===== src/rtl/wifi_uart_pkg.sv =====
// Shared WiFi UART definitions: default line rate, oversample divider and RX state encodings.
// WIFI_UART_PARITY_EN adds the PARITY state (even parity after the data bits).
package wifi_uart_pkg;

    localparam int unsigned WIFI_CLK_HZ = 50_000_000;
    localparam int unsigned WIFI_BAUD   = 115_200;

    typedef enum logic [2:0] {
        StIdle     = 3'd0,
        StStart    = 3'd1,
        StData     = 3'd2,
        StStop     = 3'd3,
        StWaitHigh = 3'd4
`ifdef WIFI_UART_PARITY_EN
        ,
        StParity   = 3'd5
`endif
    } rx_state_e;

    // Clocks per 16x oversample tick, truncated.
    function automatic int unsigned calc_div(int unsigned clk_hz, int unsigned baud);
        return clk_hz / (baud * 16);
    endfunction

endpackage


===== src/rtl/wifi_rx_fifo.sv =====
// wifi_rx_fifo: first-word-fall-through byte FIFO, depth 2**FIFO_AW.
// Pointers carry one extra wrap bit so full and empty are told apart by the MSB.
module wifi_rx_fifo #(
    parameter int unsigned FIFO_AW = 4
) (
    input  logic       clk,
    input  logic       rst,
    input  logic       wr_en,
    input  logic [7:0] wr_data,
    input  logic       rd_en,
    output logic [7:0] rd_data,
    output logic       empty,
    output logic       full,
    output logic       overrun
);

    localparam int unsigned DEPTH = 1 << FIFO_AW;

    logic [7:0]       mem [DEPTH];
    logic [FIFO_AW:0] wptr_q;
    logic [FIFO_AW:0] rptr_q;
    logic             do_rd;
    logic             do_wr;

    assign empty = (wptr_q == rptr_q);
    assign full  = (wptr_q[FIFO_AW] != rptr_q[FIFO_AW]) &&
                   (wptr_q[FIFO_AW-1:0] == rptr_q[FIFO_AW-1:0]);

    // A read on a full FIFO frees the slot the same-cycle write lands in.
    assign do_rd   = rd_en && !empty;
    assign do_wr   = wr_en && (!full || do_rd);
    assign overrun = wr_en && full && !do_rd;

    // Head byte is forced to zero while empty so reset shows a defined value.
    assign rd_data = empty ? 8'h00 : mem[rptr_q[FIFO_AW-1:0]];

    // Storage array, no reset needed.
    always_ff @(posedge clk) begin
        if (do_wr) begin
            mem[wptr_q[FIFO_AW-1:0]] <= wr_data;
        end
    end

    // Read and write pointers.
    always_ff @(posedge clk or posedge rst) begin
        if (rst) begin
            wptr_q <= '0;
            rptr_q <= '0;
        end else begin
            if (do_wr) begin
                wptr_q <= wptr_q + (FIFO_AW + 1)'(1);
            end
            if (do_rd) begin
                rptr_q <= rptr_q + (FIFO_AW + 1)'(1);
            end
        end
    end

endmodule


===== src/rtl/wifi_uart_rx.sv =====
// wifi_uart_rx: 16x-oversampled UART receiver from the WiFi module into a FWFT FIFO.
// Default framing is 8N1; defining WIFI_UART_PARITY_EN adds an even parity bit.
module wifi_uart_rx
    import wifi_uart_pkg::*;
#(
    parameter int unsigned CLK_HZ  = WIFI_CLK_HZ,
    parameter int unsigned BAUD    = WIFI_BAUD,
    parameter int unsigned FIFO_AW = 4
) (
    input  logic       clk,
    input  logic       rst,
    input  logic       rxd,
    input  logic       rd_en,
    output logic [7:0] rd_data,
    output logic       empty,
    output logic       full,
    output logic       overrun,
    output logic       frame_err,
    output logic       parity_err
);

    localparam int unsigned DIV   = calc_div(CLK_HZ, BAUD);
    localparam int unsigned DIV_W = (DIV > 1) ? $clog2(DIV) : 1;

    rx_state_e        state_q, state_d;
    logic             rxd_m, rxd_s, rxd_q;
    logic [DIV_W-1:0] div_cnt;
    logic [3:0]       tick_cnt;
    logic [2:0]       bit_cnt;
    logic [7:0]       shift_q;
    logic [7:0]       wr_data_q;
    logic             wr_en_q;
    logic             frame_err_q;
    logic             tick;
    logic             sample;
    logic             start_edge;
    logic             par_bad;

    // Two-flop synchronizer plus one delayed copy for falling-edge detection.
    always_ff @(posedge clk or posedge rst) begin
        if (rst) begin
            rxd_m <= 1'b1;
            rxd_s <= 1'b1;
            rxd_q <= 1'b1;
        end else begin
            rxd_m <= rxd;
            rxd_s <= rxd_m;
            rxd_q <= rxd_s;
        end
    end

    assign start_edge = (state_q == StIdle) && rxd_q && !rxd_s;

    // Oversample divider, realigned to each start edge.
    always_ff @(posedge clk or posedge rst) begin
        if (rst) begin
            div_cnt <= '0;
        end else if (start_edge || div_cnt == DIV_W'(DIV - 1)) begin
            div_cnt <= '0;
        end else begin
            div_cnt <= div_cnt + DIV_W'(1);
        end
    end

    assign tick = (div_cnt == DIV_W'(DIV - 1)) && !start_edge;

    // Ticks since the last sample; mid start bit at 8, every later bit 16 on (4-bit wrap).
    always_ff @(posedge clk or posedge rst) begin
        if (rst) begin
            tick_cnt <= '0;
        end else if (start_edge || (sample && state_q == StStart)) begin
            tick_cnt <= '0;
        end else if (tick) begin
            tick_cnt <= tick_cnt + 4'd1;
        end
    end

    assign sample = tick && (tick_cnt == ((state_q == StStart) ? 4'd7 : 4'd15));

    // State register.
    always_ff @(posedge clk or posedge rst) begin
        if (rst) begin
            state_q <= StIdle;
        end else begin
            state_q <= state_d;
        end
    end

    // Next-state logic.
    always_comb begin
        state_d = state_q;
        case (state_q)
            StIdle: begin
                if (start_edge) state_d = StStart;
            end
            StStart: begin
                if (sample) state_d = rxd_s ? StIdle : StData;
            end
            StData: begin
                if (sample && bit_cnt == 3'd7) begin
`ifdef WIFI_UART_PARITY_EN
                    state_d = StParity;
`else
                    state_d = StStop;
`endif
                end
            end
`ifdef WIFI_UART_PARITY_EN
            StParity: begin
                if (sample) state_d = StStop;
            end
`endif
            StStop: begin
                if (sample) state_d = rxd_s ? StIdle : StWaitHigh;
            end
            StWaitHigh: begin
                if (rxd_s) state_d = StIdle;
            end
            default: state_d = StIdle;
        endcase
    end

    // Data shift, bit count and the registered FIFO write / frame error strobes.
    always_ff @(posedge clk or posedge rst) begin
        if (rst) begin
            bit_cnt     <= '0;
            shift_q     <= '0;
            wr_en_q     <= 1'b0;
            wr_data_q   <= '0;
            frame_err_q <= 1'b0;
        end else begin
            wr_en_q     <= 1'b0;
            frame_err_q <= 1'b0;
            if (sample) begin
                case (state_q)
                    StStart: bit_cnt <= '0;
                    StData: begin
                        shift_q <= {rxd_s, shift_q[7:1]};
                        bit_cnt <= bit_cnt + 3'd1;
                    end
                    StStop: begin
                        if (rxd_s) begin
                            wr_en_q   <= !par_bad;
                            wr_data_q <= shift_q;
                        end else begin
                            frame_err_q <= 1'b1;
                        end
                    end
                    default: ;
                endcase
            end
        end
    end

    assign frame_err = frame_err_q;

`ifdef WIFI_UART_PARITY_EN
    logic par_bad_q;
    logic parity_err_q;

    // Even parity check; a bad frame is remembered until the stop sample drops it.
    always_ff @(posedge clk or posedge rst) begin
        if (rst) begin
            par_bad_q    <= 1'b0;
            parity_err_q <= 1'b0;
        end else begin
            parity_err_q <= 1'b0;
            if (sample && state_q == StStart) begin
                par_bad_q <= 1'b0;
            end else if (sample && state_q == StParity && (rxd_s != ^shift_q)) begin
                par_bad_q    <= 1'b1;
                parity_err_q <= 1'b1;
            end
        end
    end

    assign par_bad    = par_bad_q;
    assign parity_err = parity_err_q;
`else
    assign par_bad    = 1'b0;
    assign parity_err = 1'b0;
`endif

    wifi_rx_fifo #(
        .FIFO_AW (FIFO_AW)
    ) u_fifo (
        .clk     (clk),
        .rst     (rst),
        .wr_en   (wr_en_q),
        .wr_data (wr_data_q),
        .rd_en   (rd_en),
        .rd_data (rd_data),
        .empty   (empty),
        .full    (full),
        .overrun (overrun)
    );

endmodule


===== config.mk =====
export PLATFORM = sky130hd
export DESIGN_NAME = wifi_uart_rx
export DESIGN_NICKNAME = d
export VERILOG_FILES = /design/src/rtl/wifi_uart_pkg.sv /design/src/rtl/wifi_rx_fifo.sv /design/src/rtl/wifi_uart_rx.sv
export SDC_FILE = /design/constraint.sdc
export NUM_CORES = 1
export LEC_CHECK = 0
export CAP_MARGIN = 20
export CORE_ASPECT_RATIO = 0.9
export CORE_MARGIN = 4
export CORE_UTILIZATION = 25
export DETAILED_ROUTE_END_ITERATION = 10
export PLACE_DENSITY = 0.44
export SLEW_MARGIN = 20
export SYNTH_ARGS = -nofsm -noshare
export SYNTH_HDL_FRONTEND = slang
export SYNTH_HIERARCHICAL = 1
export SYNTH_SLANG_ARGS = --single-unit

===== constraint.sdc =====
create_clock -name clk -period 5.03 [get_ports clk]
set_input_delay 1.006 -clock clk [delete_from_list [all_inputs] [get_ports clk]]
set_output_delay 1.006 -clock clk [all_outputs]
set_load 0.05 [all_outputs]

Word level (Yosys, flattened, before mapping) --
Memory sizes are Yosys's and may differ from the RTL's. Index checks and enable logic that the tools add are counted.
Word-level totals: output and inout port bits 13, input bits 4, memory bits (writable) 128, memories 1, bits in latches 0, ROM bits 0, word-level logic and storage cells 82, register bits after elaboration 46
Operators by class: bitwise operators 0, reduce and logical (&&, ||, !) cells 26, $add $sub $neg 5, div/mod/pow operators 0, shift operators 0, equality and inequality tests 15, $mul 0, muxes and demuxes 22, magnitude comparators 0
Memories:
- u_fifo.mem | words 16, bits a word 8, rd ports 1, clocked after memory_dff 0, wr ports 1, RTL line wifi_rx_fifo.sv:19 | logic [7:0] mem [DEPTH];
Operator list (count):
- $mux 3 | 6
- $add 5x1->5 const B | 3
- $pmux 3 s5 | 1
- $mux 4 | 3
- $logic_and 1x1->1 | 11
- $ne 2x2->1 const B | 5
- $eq 4x4->1 | 2
- $mux 1 | 8
- $mux 8 | 1
- $eq 3x2->1 const B | 2
- $eq 3x3->1 const B | 2
- $pmux 3 s2 | 1
- $eq 5x5->1 | 1
- $eq 5x5->1 const B | 1
- $logic_not 1->1 | 5
- $mux 5 | 1
- $reduce_and 5->1 | 1
- $add 4x1->4 const B | 1
- $reduce_and 2->1 | 2
- $reduce_bool 2->1 | 2
- $add 3x1->3 const B | 1
- $eq 3x1->1 const B | 1
- $logic_not 3->1 | 1
- $logic_or 1x1->1 | 3
- other kinds (3) | 3

Depth between registers and ports, before layout --
depth in word-level cells 9, mapped depth 7, mapped depth without buffers 6

By module --
The synthesis kept the hierarchy.
By module, submodules not included:
- wifi_rx_fifo | seq. area each 4093.9 um^2, times used 1, cells an instance 272, area an instance 5585.4 um^2
- wifi_uart_rx | seq. area each 904.6 um^2, times used 1, cells an instance 131, area an instance 1625.3 um^2

Worst setup path before layout --
No wires, ideal clock.
path type input-to-output, from input rd_en, to output overrun, data arrival time 2.663 ns, data required time 4.024 ns, stages on the path 1, setup slack 1.361 ns, path buffers 0, cells stage by stage nor4b_1
Between the ends: cells in the longest elaborated chain, start to end 3
RTL lines:
- from (decl) | RTL line wifi_uart_rx.sv:13 | input logic rd_en,
- $logic_and 1x1->1 | RTL line wifi_rx_fifo.sv:30 | assign do_rd = rd_en && !empty;
- $logic_not 1->1 | RTL line wifi_rx_fifo.sv:32 | assign overrun = wr_en && full && !do_rd;
- $logic_and 1x1->1 | RTL line wifi_rx_fifo.sv:32
- to (decl) | RTL line wifi_uart_rx.sv:17 | output logic overrun,
No other way between the ends.

Worst setup path after layout --
from register u_fifo.rptr_q[0], to output rd_data[3]
Between the ends: cells in the longest elaborated chain, start to end 2, elaborated cells on any way between the ends 3, classes of those cells 1 x eq/ne; 1 x mux; 1 x memory
RTL lines:
- from (decl) | RTL line wifi_rx_fifo.sv:21 | logic [FIFO_AW:0] rptr_q;
- from (signal assigned) | RTL line wifi_rx_fifo.sv:54 | rptr_q <= rptr_q + (FIFO_AW + 1)'(1);
- $mem_v2 16x8 or $eq 5x5->1 (tied branches)
- $mux 8 * | RTL line wifi_rx_fifo.sv:35 | assign rd_data = empty ? 8'h00 : mem[rptr_q[FIFO_AW-1:0]];
- to (decl) | RTL line wifi_uart_rx.sv:14 | output logic [7:0] rd_data,
Mark *: on every way between the ends. The rest lies on a longest branch, timed or not.

==> metrics <==
Worst R2R End u_fifo/mem[8][6]; # setup viols final 0; RSZ-0062 raised after global routing false; WHS Endpoint rxd_s; Rows 58; first-pass GRT wire length 23.45 mm; HP Start rxd_m; Yosys warnings 6; Critical Path Start Type flop; Final nets 435; largest net degree at the start of global routing 37; worst-path fanout max 15; max frequency 0.2374 GHz; gp weighted congestion 0.7067; flop-to-flop setup slack 2390 ps; Worst Reg-to-Reg Cells 5; Synth Net Count 417; Max stage delay on crit path 730 ps; skew final 16.80 ps; Antenna diodes 0; GRT Residual Overflow 0; max cap viols 0; worst-case clock buffer depth 2; TritonCTS buffer count 17; area of the die 0.03163 sq mm; core area 0.02816 sq mm; Tightest Pin Transition 1099 ps; post-synthesis sequential area ratio 0.6932; DR iter-0 viols 314; Area growth syn-to-layout 14.87%; LEAKAGE 3.230 nW; Worst-path clk slew 80 ps; worst path cell trace buf_4, mux4_2, a22oi_1, a21oi_1, clkdlybuf4s50_1; outcome completed; Die H 169.1 um; WS Path Type flop to output port; hold depth 0; Slowest-stage cell, CP clkdlybuf4s50_1; DP HPWL 9.564 mm; share of the synthesized area in the top cell type 0.5331; syn_area_per_cell 17.89 sq um; Mapped Area 0.007211 sq mm; vias in the first global route 3694; FF-to-FF Start u_fifo/rptr_q[1]; drt drc 0; H-tree Lvls 4; Initial Util 0.2561; initial antenna violation count 0; crit path time final 4213 ps; Chip Width 187.0 um; Distinct cells, synth 51; Clock Latency Late Sink 430 ps; Area contributors post-synth edfxtp_1 (53%), dfrtp_1 (15%), mux4_2 (10%); ANT nets after route 0; CTS tree done; # IOs 17; Period Utilization, post-route 0.8376; WP data required 4020 ps; CP endpoint kind output port; prevailing post-synth register cell edfxtp_1; commonest cells in the netlist edfxtp_1 (128), dfrtp_1 (43), mux4_2 (32); Synth Register Bits 174; Post-synth EDFFs 128; Max IR drop VDD 0.2270 mV; Power Density 416.6 mW/mm^2; clock sink total 174; drt pass-1 iters 4; # Post-CTS Setup Buffers 0; dominant cell type by area after synthesis edfxtp_1; IO Port Bufs 15; CTS hold repair buffers 0; routed via count 3564; most common cell in the synthesized netlist edfxtp_1; Slew Limit Fails 0; fill count 2780; drt wl/cell 19.06 um; total wire length 15.13 mm; CTS resizes 0; share of cells above drive strength 1 0.2512; Fin Hold WS 364.0 ps; setup TNS 0 ps; Tightest Hold Check Type flop to flop; vias per std cell 4.489; Data arrival, critical path 3210 ps; Core Util, Final 0.2942; slew margin rel. 0.2657; Root Buffer clkbuf_16; GRT Util Overall 0.09891; final hold violations 0; cell count after synthesis 403; Async SR Flop Fraction 0.2644
==> flip-flops by register name (all words and copies together) (netlist names), 3 cells and up <==
register / cells
u_fifo/rptr_q: 5
u_fifo/mem: 128
u_fifo/wptr_q: 5
tick_cnt: 4
wr_data_q: 8
shift_q: 8
bit_cnt: 3
div_cnt: 5
state_q: 3
==> critical path: cells and delay by family (launching register included) <==
| family | cells | cell delay, ps |
|---|---|---|
| buffers and inverters | 2 | 1130 |
| flip-flops | 1 | 680 |
| multiplexers | 1 | 550 |
| AO/OA/AOI/OAI | 2 | 400 |
==> routing by layer <==
layer,part of all wire,up-vias,track usage,wire length [um]
met2,0.49,49,0.1598,7361
met3,0.041,11,0.02722,614
li1,-,1610,-,-
met1,0.46,1894,0.1335,7005
met5,0,-,0,0
met4,0.010,0,0.02507,152
==> power breakdown <==
part	internal (W)	switching, W	total (W)
registers	0.00157	0.0000934	0.00167
logic	0.000215	0.000301	0.000515
clock network	0.000661	0.000608	0.00127
total	0.00245	0.00100	0.00345
==> metrics by stage <==
step,total power [W],setup WS [ps],std cells,cell area (sq um)
after CTS,0.003501,758.7,794,8283
after global routing,0.003611,607.7,794,8283
after floorplan,0.002097,1361,403,7211
after global placement,0.002223,1258,762,7707
final,0.003451,816.8,794,8283
after detailed placement,0.002230,1235,762,7710
==> cell families after synthesis <==
kind of cell,after synthesis,share of synthesized area
buffers and inverters,31,0.02551
AO/OA/AOI/OAI,42,0.04355
adder cells (fa/ha/maj),10,0.01735
flip-flops,174,0.6932
AND/OR/NAND/NOR,76,0.06368
other,1,0.0005201
multiplexers,50,0.1279
XOR/XNOR,19,0.02828
==> how the worst max path moves through the flow <==
stage | from | endpoint | slack, ps | cells after the start
3_5_place_dp | u_fifo/rptr_q[0] | rd_data[3] | 1240 | 5
2_1_floorplan | rd_en | overrun | 1360 | 1
4_1_cts | u_fifo/rptr_q[0] | rd_data[3] | 760 | 5
6_report | u_fifo/rptr_q[0] | rd_data[3] | 820 | 5
3_3_place_gp | u_fifo/rptr_q[0] | rd_data[3] | 1260 | 5
5_1_grt | u_fifo/rptr_q[0] | rd_data[3] | 610 | 5
==> area by class of cell <==
cell class	count	area, sq um	share of cell area
Clock buffer	18	429.2	0.05181
Clock inverter	14	143.9	0.01737
Inverter	9	33.78	0.004079
Multi-Input combinational cell	198	2031	0.2452
Sequential cell	174	5000	0.6036
Tap cell	360	450.4	0.05438
Timing Repair Buffer	21	195.2	0.02356
==> layout by cell type, fill, tap and decap left out, types with 7 or more instances in the layout <==
cell type	n
edfxtp_1	128
dfrtp_1	42
mux4_2	32
nor2_1	18
mux2_2	17
clkbuf_16	17
a22oi_1	16
clkdlybuf4s50_1	15
and3_1	12
ha_1	10
inv_1	9
xor2_1	9
a21oi_1	9
nand2_1	8
nor2b_1	7
No activity file was read; power rests on OpenSTA's default activity.
